--- src/rtl/lcd_pkg.sv ---
// Shared definitions for the LCD bus controller and its command sequencer:
// FSM state encoding, default strobe timing and HD44780 command bytes.
package lcd_pkg;

    typedef enum logic [2:0] {
        IDLE   = 3'd0,
        SETUP  = 3'd1,
        ENABLE = 3'd2,
        HOLD   = 3'd3,
        DONE   = 3'd4
    } lcd_state_e;

    // Defaults sized for a 50 MHz clock: 16 cycles of EN = 320 ns (>= 230 ns).
    localparam int DEF_T_SETUP = 2;
    localparam int DEF_T_EN    = 16;
    localparam int DEF_T_HOLD  = 2;
    localparam int CNT_W       = 8;
    localparam int CNT_MAX     = (1 << CNT_W) - 1;

    // HD44780 command bytes used by the sequencer.
    localparam logic [7:0] FUNC_SET_8BIT_2LINE = 8'h38;
    localparam logic [7:0] DISP_ON             = 8'h0C;
    localparam logic [7:0] CLEAR               = 8'h01;
    localparam logic [7:0] ENTRY_INC           = 8'h06;
    localparam logic [7:0] DDRAM_LINE1         = 8'h80;
    localparam logic [7:0] DDRAM_LINE2         = 8'hC0;

    // Terminal count for a phase of n cycles; the counter starts at 0 on entry.
    function automatic logic [CNT_W-1:0] last_count(input int n);
        return (n > 0) ? CNT_W'(n - 1) : '0;
    endfunction

endpackage

--- src/rtl/lcd_bus_controller_if.sv ---
// Start/done handshake between the LCD sequencer (master) and the bus
// controller (slave).
//
// Handshake: the master presents iDATA/iRS and raises iStart, holding it high
// until it has seen oDone, plus one further cycle. The slave accepts only on a
// rising edge of iStart while idle, samples iDATA/iRS on that edge, and pulses
// oDone for exactly one cycle when the LCD write, including hold time, is
// complete. iStart must go low for at least one cycle before the next request.
interface lcd_bus_controller_if;
    import lcd_pkg::*;

    logic [7:0] iDATA;
    logic       iRS;
    logic       iStart;
    logic       oDone;

    modport master (output iDATA, output iRS, output iStart, input oDone);
    modport slave  (input iDATA, input iRS, input iStart, output oDone);

endinterface

--- src/rtl/lcd_bus_controller.sv ---
// Write-only HD44780 bus driver: latches one RS+byte per start request and
// produces a registered LCD_EN strobe with setup and hold time around it.
module lcd_bus_controller
    import lcd_pkg::*;
#(
    parameter int T_SETUP = DEF_T_SETUP,
    parameter int T_EN    = DEF_T_EN,
    parameter int T_HOLD  = DEF_T_HOLD
) (
    input  logic                 iCLK,
    input  logic                 iRST_N,
    lcd_bus_controller_if.slave  bus,
    output logic [7:0]           LCD_DATA,
    output logic                 LCD_RS,
    output logic                 LCD_RW,
    output logic                 LCD_EN,
    output lcd_state_e           state_o
);

    // Timing parameters must fit the single 8-bit phase counter.
    if (T_SETUP < 0 || T_SETUP > CNT_MAX) begin : g_bad_setup
        $error("lcd_bus_controller: T_SETUP must be in 0..255");
    end
    if (T_EN < 1 || T_EN > CNT_MAX) begin : g_bad_en
        $error("lcd_bus_controller: T_EN must be in 1..255");
    end
    if (T_HOLD < 0 || T_HOLD > CNT_MAX) begin : g_bad_hold
        $error("lcd_bus_controller: T_HOLD must be in 0..255");
    end

    localparam logic [CNT_W-1:0] SETUP_LAST = last_count(T_SETUP);
    localparam logic [CNT_W-1:0] EN_LAST    = last_count(T_EN);
    localparam logic [CNT_W-1:0] HOLD_LAST  = last_count(T_HOLD);

    // State entered after the EN phase and after an accept, skipping empty phases.
    localparam lcd_state_e AFTER_ACCEPT = (T_SETUP == 0) ? ENABLE : SETUP;
    localparam lcd_state_e AFTER_EN     = (T_HOLD == 0)  ? DONE   : HOLD;

    lcd_state_e       state_q, state_d;
    logic [CNT_W-1:0] cnt_q, cnt_d;
    logic             start_q;
    logic             en_q, en_d;
    logic             done_q, done_d;
    logic [7:0]       data_q;
    logic             rs_q;
    logic             accept;

    // Only a fresh rising edge of iStart seen while idle starts a transfer.
    assign accept = bus.iStart && !start_q && (state_q == IDLE);

    // State, counter, edge detector and registered strobes.
    always_ff @(posedge iCLK or negedge iRST_N) begin
        if (!iRST_N) begin
            state_q <= IDLE;
            cnt_q   <= '0;
            start_q <= 1'b0;
            en_q    <= 1'b0;
            done_q  <= 1'b0;
        end else begin
            state_q <= state_d;
            cnt_q   <= cnt_d;
            start_q <= bus.iStart;
            en_q    <= en_d;
            done_q  <= done_d;
        end
    end

    // Byte and RS are captured once per accept and held through the whole write.
    always_ff @(posedge iCLK or negedge iRST_N) begin
        if (!iRST_N) begin
            data_q <= '0;
            rs_q   <= 1'b0;
        end else if (accept) begin
            data_q <= bus.iDATA;
            rs_q   <= bus.iRS;
        end
    end

    // Next-state logic; the counter restarts from 0 on every state entry.
    always_comb begin
        state_d = state_q;
        cnt_d   = cnt_q + 1'b1;
        unique case (state_q)
            IDLE: begin
                cnt_d = '0;
                if (accept) begin
                    state_d = AFTER_ACCEPT;
                end
            end
            SETUP: begin
                if (cnt_q == SETUP_LAST) begin
                    state_d = ENABLE;
                    cnt_d   = '0;
                end
            end
            ENABLE: begin
                if (cnt_q == EN_LAST) begin
                    state_d = AFTER_EN;
                    cnt_d   = '0;
                end
            end
            HOLD: begin
                if (cnt_q == HOLD_LAST) begin
                    state_d = DONE;
                    cnt_d   = '0;
                end
            end
            DONE: begin
                state_d = IDLE;
                cnt_d   = '0;
            end
            default: begin
                state_d = IDLE;
                cnt_d   = '0;
            end
        endcase
        // Strobes are decoded from the next state so they register glitch-free
        // and line up exactly with the ENABLE and DONE states.
        en_d   = (state_d == ENABLE);
        done_d = (state_d == DONE);
    end

    assign LCD_DATA  = data_q;
    assign LCD_RS    = rs_q;
    assign LCD_RW    = 1'b0;
    assign LCD_EN    = en_q;
    assign bus.oDone = done_q;
    assign state_o   = state_q;

endmodule

--- src/flat_wrapper.sv ---
// flat-port wrapper written by rule: the top's interface ports become plain ports
module lcd_bus_controller_flat import lcd_pkg::*;
#(
    parameter int T_SETUP = DEF_T_SETUP,
    parameter int T_EN    = DEF_T_EN,
    parameter int T_HOLD  = DEF_T_HOLD
)
  (iCLK, iRST_N, LCD_DATA, LCD_RS, LCD_RW, LCD_EN, state_o, bus_iDATA, bus_iRS, bus_iStart, bus_oDone);
  lcd_bus_controller_if bus_i ();
  input  logic iCLK;
  input  logic iRST_N;
  output logic [7:0] LCD_DATA;
  output logic LCD_RS;
  output logic LCD_RW;
  output logic LCD_EN;
  output lcd_state_e state_o;
  input wire logic [$bits(bus_i.iDATA)-1:0] bus_iDATA;
  input wire logic [$bits(bus_i.iRS)-1:0] bus_iRS;
  input wire logic [$bits(bus_i.iStart)-1:0] bus_iStart;
  output wire logic [$bits(bus_i.oDone)-1:0] bus_oDone;
  assign bus_i.iDATA = bus_iDATA;
  assign bus_i.iRS = bus_iRS;
  assign bus_i.iStart = bus_iStart;
  assign bus_oDone = bus_i.oDone;
  lcd_bus_controller #(.T_SETUP(T_SETUP), .T_EN(T_EN), .T_HOLD(T_HOLD)) u_core (.iCLK(iCLK), .iRST_N(iRST_N), .bus(bus_i), .LCD_DATA(LCD_DATA), .LCD_RS(LCD_RS), .LCD_RW(LCD_RW), .LCD_EN(LCD_EN), .state_o(state_o));
endmodule
--- config.mk ---
export PLATFORM = sky130hd
export DESIGN_NAME = lcd_bus_controller_flat
export DESIGN_NICKNAME = d
export VERILOG_FILES = /design/src/rtl/lcd_pkg.sv /design/src/rtl/lcd_bus_controller_if.sv /design/src/rtl/lcd_bus_controller.sv /design/src/flat_wrapper.sv
export SDC_FILE = /design/constraint.sdc
export NUM_CORES = 1
export LEC_CHECK = 0
export ABC_AREA = 1
export ABC_CLOCK_PERIOD_IN_PS = 1680
export CAP_MARGIN = 40
export CORE_MARGIN = 2
export CORE_UTILIZATION = 45
export CTS_BUF_LIST = sky130_fd_sc_hd__clkbuf_4 sky130_fd_sc_hd__clkbuf_8
export DETAILED_ROUTE_END_ITERATION = 10
export GPL_TIMING_DRIVEN = 0
export PLACE_DENSITY = 0.7
export SETUP_SLACK_MARGIN = 0.3
export SLEW_MARGIN = 20
export SYNTH_ARGS = -nofsm -noshare
export SYNTH_HDL_FRONTEND = slang
export SYNTH_SLANG_ARGS = --single-unit
--- constraint.sdc ---
create_clock -name iCLK -period 1.68 [get_ports iCLK]
set_input_delay 0.168 -clock iCLK [delete_from_list [all_inputs] [get_ports iCLK]]
set_output_delay 0.168 -clock iCLK [all_outputs]
set_load 0.05 [all_outputs]
# After elaboration in Yosys (flattened, before gate mapping)
# Cells that the tools add are included.
# totals
input_bits	12
output_inout_bits	15
register_bits	23
elab_cells	28
# classes
n_reduce_logical	5
n_mux	8
n_addsub	1
eq_ne	7
# ops
op	count
8-bit two-way mux	2
8-bit one-hot mux with 2 select lines	1
3-bit two-way mux	4
3-bit one-hot mux with 4 select lines	1
3-bit by 2-bit equality test with 1-bit output, second input constant	3
8-bit by 1-bit adder with 8-bit output, second input constant	1
8-bit by 1-bit equality test with 1-bit output, second input constant	1
8-bit by 4-bit equality test with 1-bit output, second input constant	1
3-bit by 1-bit equality test with 1-bit output, second input constant	1
3-bit equality test, second input constant	1
3-bit logical NOT	1
1-bit logical AND	2
2-bit OR reduction	1
1-bit logical NOT	1

# Logic depth before layout (Yosys ltp)
# Gate-level depths: netlist of run 1.
# depth
depth_word	6
depth_mapped	8
mapped_depth_nobuf	8

# Worst setup path before layout of run 1
# No wires, ideal clock.
# synth_timing
path_kind	reg-to-reg
from	reg u_core.state_q[2], in the netlist u_core.state_o[2]
to	reg u_core.data_q[6], in the netlist u_core.LCD_DATA[6]
path_stages_with_launch	6
path_buffers	1
path_slack_ps	259
required_ps	1561
t_arrival_ps	1302
cell_sequence	dfrtp_1 -> nor2_4 -> nand4_4 -> buf_6 -> nand2_2 -> o21ai_2
# synth_between
elab_chain_cells	2
# synth_lines
item	line	source
start: declaration	lcd_bus_controller.sv:39	lcd_state_e state_q, state_d;
start signal: assignment	lcd_bus_controller.sv:60	state_q <= state_d;
3-bit logical NOT	lcd_bus_controller.sv:49	assign accept = bus.iStart && !start_q && (state_q == IDLE);
1-bit logical AND	lcd_bus_controller.sv:49	
end signal: assignment	lcd_bus_controller.sv:74	data_q <= bus.iDATA;
end: declaration	lcd_bus_controller.sv:44	logic [7:0] data_q;
# No other way between the ends.
# A chain may end at the register's enable or synchronous reset.

# Worst setup path in the final report of run 1
# layout_timing
from	reg u_core.state_q[2], in the netlist u_core.state_o[2]
to	out state_o[2]
# layout_rtl
item	line	source
end: declaration	flat_wrapper.sv:16	output lcd_state_e state_o;
# No word-level cell between the ends.

==> flow_summary_export.csv, run 1 <==
group,metric,value,unit
worst_setup_path,critical_path_arrival,1.16,ns
drt,drc_errors,0,
power,p_per_area,1630,nW/um^2
cells_and_area,drive_above_1_share,29.4,%
cells_and_area,areaGrowthSynthToFinish,29.2,%
timing,setup_tns,0,ns
cts,cts_buffers,3,
drt,routed-via-count,979,
worst_setup_path,r2r_slack,0.38,ns
worst_setup_path,cp-end-kind,"output port",
job,cap_violations,0,
yosys,synth_fp_nets,152,
global_route,antenna_found_initial,0,
power,clock_power_share,10.7,%
yosys,ys.warnings.count,0,
hold_path,hp-class,"in2async",
cts,ctsLongestPathBuffers,2,
yosys,synth.avg_cell_area,8.69,um^2
yosys,ys_ff_latch,23,
floorplanning,core_area,2500,um^2
drt,first_pass_iters,4,
status,status,"finished clean",
placed_design,dp.cells,194,
power,p_int,1.26,mW
power,combinationalPowerShare,55.0,%
timing,fin_crit,1.33,ns
cells_and_area,post-route-util,62.0,%
cts,cts_root_buf,"clkbuf_4",
yosys,synth_cell_types,24,
yosys,synth_top_area_share,48.0,%
global_route,grt_remaining_overflow,0,
power,vdd_drop_max,0.00119,V
placed_design,dp_hpwl,1.83,mm
yosys,netlist_area,1200,um^2
cts,h-tree-depth,1,
timing,hold_viol,0,
floorplanning,fp.dieW,55.6,um
power,p_sw,1.26,mW
timing,grt_setup_unrepaired,"true",
cells_and_area,final_cell_mix,"inv_1, nand2_1, dfrtp_1, clkdlybuf4s50_1, o21ai_2",
placed_design,gp_congestion,0.848,
timing,setup_ws,0.351,ns
cells_and_area,layout.nets,185,
timing,setup_viol,0,
worst_setup_path,path_buf_inv,1,
power,finalPower,2.53,mW
placed_design,post-place-ws,0.247,ns
cts,clk_pin_slew,0.12,ns
global_route,grt_pass1_wl,4.17,mm
timing,skew,0.00409,ns
drt,antenna_left,0,
global_route,grt_start_max_net_pins,17,
yosys,synthTopCellsByArea,"dfrtp_1, inv_1, nand2_1, o21ai_2, nand3_1",
power,p_sw_share,50.1,%
floorplanning,io_pins,27,
cts,cts_tree,"yes",
yosys,synthCells,138,
drt,drt_iter0_drc,28,
worst_setup_path,crit_path_max_fanout,6,
worst_setup_path,crit_path_max_incr_delay,0.46,ns
yosys,yosysTopAreaCell,"dfrtp_1",
worst_setup_path,path_class,"reg2out",
worst_setup_path,start_kind,"register",
cells_and_area,layout_commonest_cell,"inv_1",
floorplanning,dieArea,3100,um^2
worst_setup_path,crit_chain,"clkdlybuf4s15_2",
worst_setup_path,cp-startpoint,"u_core.state_o[2]",
drt,wire_per_inst,11.7,um
drt,avgViaCountPerCell,4.90,
power,power.leakage,0.759,nW
cells_and_area,antenna_cells,0,
cts,cts_sinks,23,
power,power_frac_seq,34.3,%
timing,finalCritPeriodShare,79.1,%
cts,clock_latency,0.31,ns
drt,drt_wl_total,2.33,mm
worst_setup_path,cp_top_family,"flip-flops",
worst_setup_path,critical_path_required,1.51,ns
cells_and_area,fin_cells,200,
global_route,grt_usage,16.6,%
floorplanning,start_util,48.0,%
placed_design,io_buffers,25,
floorplanning,die_h,55.6,um
global_route,grt_pass1_vias,955,
worst_setup_path,r2r_start,"u_core.cnt_q[4]",
yosys,synth-seq-area-share,48.0,%
worst_setup_path,crit_slowest_cell,"dfrtp_2",
floorplanning,rows,18,
timing,max_freq,752,MHz
timing,report.final.slew_viol_count,0,
## worst register-to-register path: cells and delay by family, from the launching register on
family / cells / cell delay [ns]
DFF: 1 / 0.48
and+or+nand+nor: 6 / 0.64
buffers and inverters: 1 / 0.09
## per-stage QoR
stage,hold WS (ns),cell area [um^2]
after floorplan,-0.128,1200
after global placement,0.467,1490
after detailed placement,0.470,1520
after CTS,0.150,1560
after global routing,0.154,1550
final,0.154,1550
## final cells by class
type / instances / area, um^2
Clock buffer: 4 / 30.0
Timing Repair Buffer: 28 / 258
Buffer: 2 / 18.8
Multi-Input combinational cell: 85 / 523
Inverter: 28 / 105
Sequential cell: 23 / 578
Tap cell: 30 / 37.5
Fill cell: 230 / 950
## metal layers
metal  up-vias  GRT usage (%)  wire (um)
met1       455           21.4       1010
met4         0           7.32         42
li1        493              -          -
met5         -              0          0
met3         5           3.95        121
met2        26           26.5       1150
## kinds of logic after synthesis
group / Yosys count / synth area share [%]
adder cells (fa/ha/maj): 2 / 2.09
buffers and inverters: 30 / 10.3
other: 1 / 0.313
flip-flops: 23 / 48.0
XOR/XNOR: 1 / 0.730
AO/OA/AOI/OAI: 18 / 11.4
AND/OR/NAND/NOR: 63 / 27.2
## Yosys cell counts (all sizes together)
cell type,n
nand3,13
o21ai,12
nand2,31
ha,2
o31ai,2
nor3,1
and2,1
buf,2
xnor2,1
nor2,15
a21oi,4
inv,28
conb,1
nand4,2
dfrtp,23
## registers in the layout (all words and copies together) (netlist names)
name and cells:
u_core.LCD_DATA 8, u_core.LCD_EN 1, u_core.LCD_RS 1, u_core.bus.oDone 1, u_core.cnt_q 8, u_core.start_q 1
u_core.state_o 3
## path summary, 6_finish.rpt
kind / end / cells past startpoint
min in group iCLK: u_core.start_q / 1
min reg2reg: u_core.LCD_DATA[0] / 2
max in group asynchronous: u_core.state_o[2] / 2
max: state_o[2] / 1
min: u_core.start_q / 1
max reg2reg: u_core.state_o[0] / 7
## power groups by stage
| stage | Sequential, mW | Combinational (mW) | Clock [mW] |
|---|---|---|---|
| after floorplan | 1.37 | 0.499 | 0 |
| after global placement | 0.879 | 1.40 | 0 |
| after detailed placement | 0.886 | 1.44 | 0 |
| after CTS | 0.867 | 1.40 | 0.286 |
| after global routing | 0.891 | 1.51 | 0.303 |
| final | 0.865 | 1.39 | 0.270 |
## repair_timing
action,in CTS,in global routing
hold buffers,0,0
setup buffers,1,1
gates resized for setup,29,16
endpoints found under the setup margin,16,17
pin swaps,0,0
No activity file was read; power rests on OpenSTA's default activity.
==> run 2, diff against run 1 <==
Settings changed: ABC_CLOCK_PERIOD_IN_PS 1680 to 1200, PLACE_DENSITY 0.7 to 0.73.
Clock period 1.68 ns to 1.2 ns, I/O delays scaled along.
==> run 2 against run 1 <==
The run now ends with negative setup slack left. Clock power increased by 34%. Routed wire length increased by 58%. Critical path depth increased by 6. Power increased by 97%. Register-to-register slack got worse by 0.47 ns. Sequential share of layout area decreased by 9.7 points. First-iteration DRC count increased by 130%. Worst hold slack got worse by 0.044 ns. Global-route usage increased by 5.6 points. Critical path type is now reg2reg. Critical endpoint is now u_core.state_o[0]. Largest power group unchanged.
==> flow_summary_export.csv, run 2 (synthesized netlist as in run 1, its figures left out) <==
group,metric,value,unit
timing,finalCritPeriodShare,108,%
drt,antenna_left,0,
timing,hold_viol,0,
timing,fin_crit,1.29,ns
timing,report.final.slew_viol_count,0,
cts,cts_tree,"yes",
timing,skew,0.00799,ns
drt,routed-via-count,1180,
worst_setup_path,cp-end-kind,"register",
floorplanning,core_area,2500,um^2
timing,max_freq,773,MHz
drt,drt_iter0_drc,65,
worst_setup_path,path_class,"reg2reg",
status,violations,"negative setup slack",
status,status,"finished with violations",
worst_setup_path,critical_path_arrival,1.52,ns
hold_path,hp-class,"in2async",
cells_and_area,layout.nets,215,
timing,setup_viol,12,
global_route,grt_remaining_overflow,0,
placed_design,place_area,1540,um^2
power,p_per_area,2360,nW/um^2
cells_and_area,areaGrowthSynthToFinish,76.0,%
timing,setup_ws,-0.0939,ns
floorplanning,die_h,55.6,um
worst_setup_path,start_kind,"register",
cells_and_area,drive_above_1_share,59.0,%
drt,drt_wl_total,3.68,mm
cts,hold_buffers,0,
floorplanning,dieArea,3100,um^2
cells_and_area,final_cell_area,2110,um^2
cells_and_area,fin_cells,230,
power,vdd_drop_max,0.00205,V
drt,drc_errors,0,
global_route,grt_pass1_wl,5.43,mm
worst_setup_path,cp-startpoint,"u_core.cnt_q[3]",
cts,ctsLongestPathBuffers,2,
cells_and_area,fill_cells,116,
timing,grt_setup_unrepaired,"true",
placed_design,dp.cells,194,
placed_design,io_buffers,25,
global_route,grt_usage,22.2,%
cells_and_area,seqCellArea,583,um^2
cts,cts_sinks,23,
floorplanning,fp.dieW,55.6,um
cells_and_area,final_cell_mix,"buf_4, inv_1, buf_6, nand2_1, dfrtp_1",
placed_design,post-place-ws,-0.163,ns
cells_and_area,multi_input_area,709,um^2
placed_design,dp_hpwl,1.74,mm
cts,clk_pin_slew,0.13,ns
worst_setup_path,critical_path_required,1.42,ns
drt,avgViaCountPerCell,5.13,
job,cap_violations,0,
power,power.leakage,0.988,nW
global_route,grt_start_max_net_pins,17,
placed_design,gp_congestion,0.822,
cells_and_area,post-route-util,84.5,%
worst_setup_path,r2r_start,"u_core.cnt_q[3]",
global_route,antenna_found_initial,0,
cts,cts_buffers,3,
cells_and_area,layout_commonest_cell,"buf_4",
cts,h-tree-depth,1,
floorplanning,start_util,48.0,%
cells_and_area,antenna_cells,0,
worst_setup_path,crit_path_max_fanout,4,
floorplanning,io_pins,27,
drt,first_pass_iters,4,
floorplanning,rows,18,
global_route,grt_pass1_vias,1176,
cts,clock_latency,0.32,ns
cts,cts_root_buf,"clkbuf_4",
drt,wire_per_inst,16.0,um
## run 2: changes by cell type in the layout (fill, tap and decap cells not counted), sizes merged
cell | before | now
buf | 5 | 49
clkbuf | 12 | 3
clkdlybuf4s15 | 6 | 0
clkinv | 0 | 1
## run 2: through the flow
stage	setup TNS (ns)	hold slack [ns]	power [mW]
4_1_cts	-0.132	0.111	4.37
2_1_floorplan	-0.363	-0.176	2.63
3_3_place_gp	-5.51	0.466	3.21
3_5_place_dp	-1.87	0.473	3.25
6_report	-0.497	0.110	4.98
5_1_grt	-1.87	0.112	5.21
## run 2: critical path, stage by stage (launching register included)
cell,delay (ns)
dfrtp_1,0.44
inv_2,0.14
nand2_1,0.12
nor2_4,0.14
nand2_2,0.08
nand2_2,0.07
nand3_2,0.07
and2_1,0.14
## run 2: final timing paths
check | cells past startpoint | slack [ns] | endpoint
max | 7 | -0.09 | u_core.state_o[0]
min reg2reg | 1 | 0.52 | u_core.state_o[2]
min | 1 | 0.11 | u_core.LCD_EN
min in group iCLK | 1 | 0.33 | u_core.start_q
max in group asynchronous | 2 | 0.63 | u_core.cnt_q[4]
max reg2reg | 7 | -0.09 | u_core.state_o[0]
## run 2: area by class of cell
class / instances / area share (%)
Multi-Input combinational cell: 85 / 33.6
Timing Repair Buffer: 58 / 29.7
Sequential cell: 23 / 27.6
Inverter: 28 / 4.98
Tap cell: 30 / 1.78
Clock buffer: 3 / 1.07
Buffer: 2 / 1.07
Clock inverter: 1 / 0.237
## run 2: repair_timing
item                       4_1_cts  5_1_grt
gates cloned                     1        0
setup buffers                   17       14
gates resized for setup        132       28
setup endpoints to repair       36       36
pin swaps                        7        6
## run 2: routing by layer
layer  up-vias  routed length (um)  GRT usage, %
li1        552                   -             -
met2        34                2070          40.0
met3        13                 130          2.79
met4         0                  99          5.23
met1       581                1380          28.2
met5         -                   0             0
## run 2: power breakdown
part           switching [mW]  total, mW  internal, mW  leakage (nW)
combinational            1.87       3.34          1.47         0.680
clock                   0.237      0.361         0.125        0.0177
sequential              0.254       1.28          1.03         0.290
total                    2.36       4.98          2.62         0.988
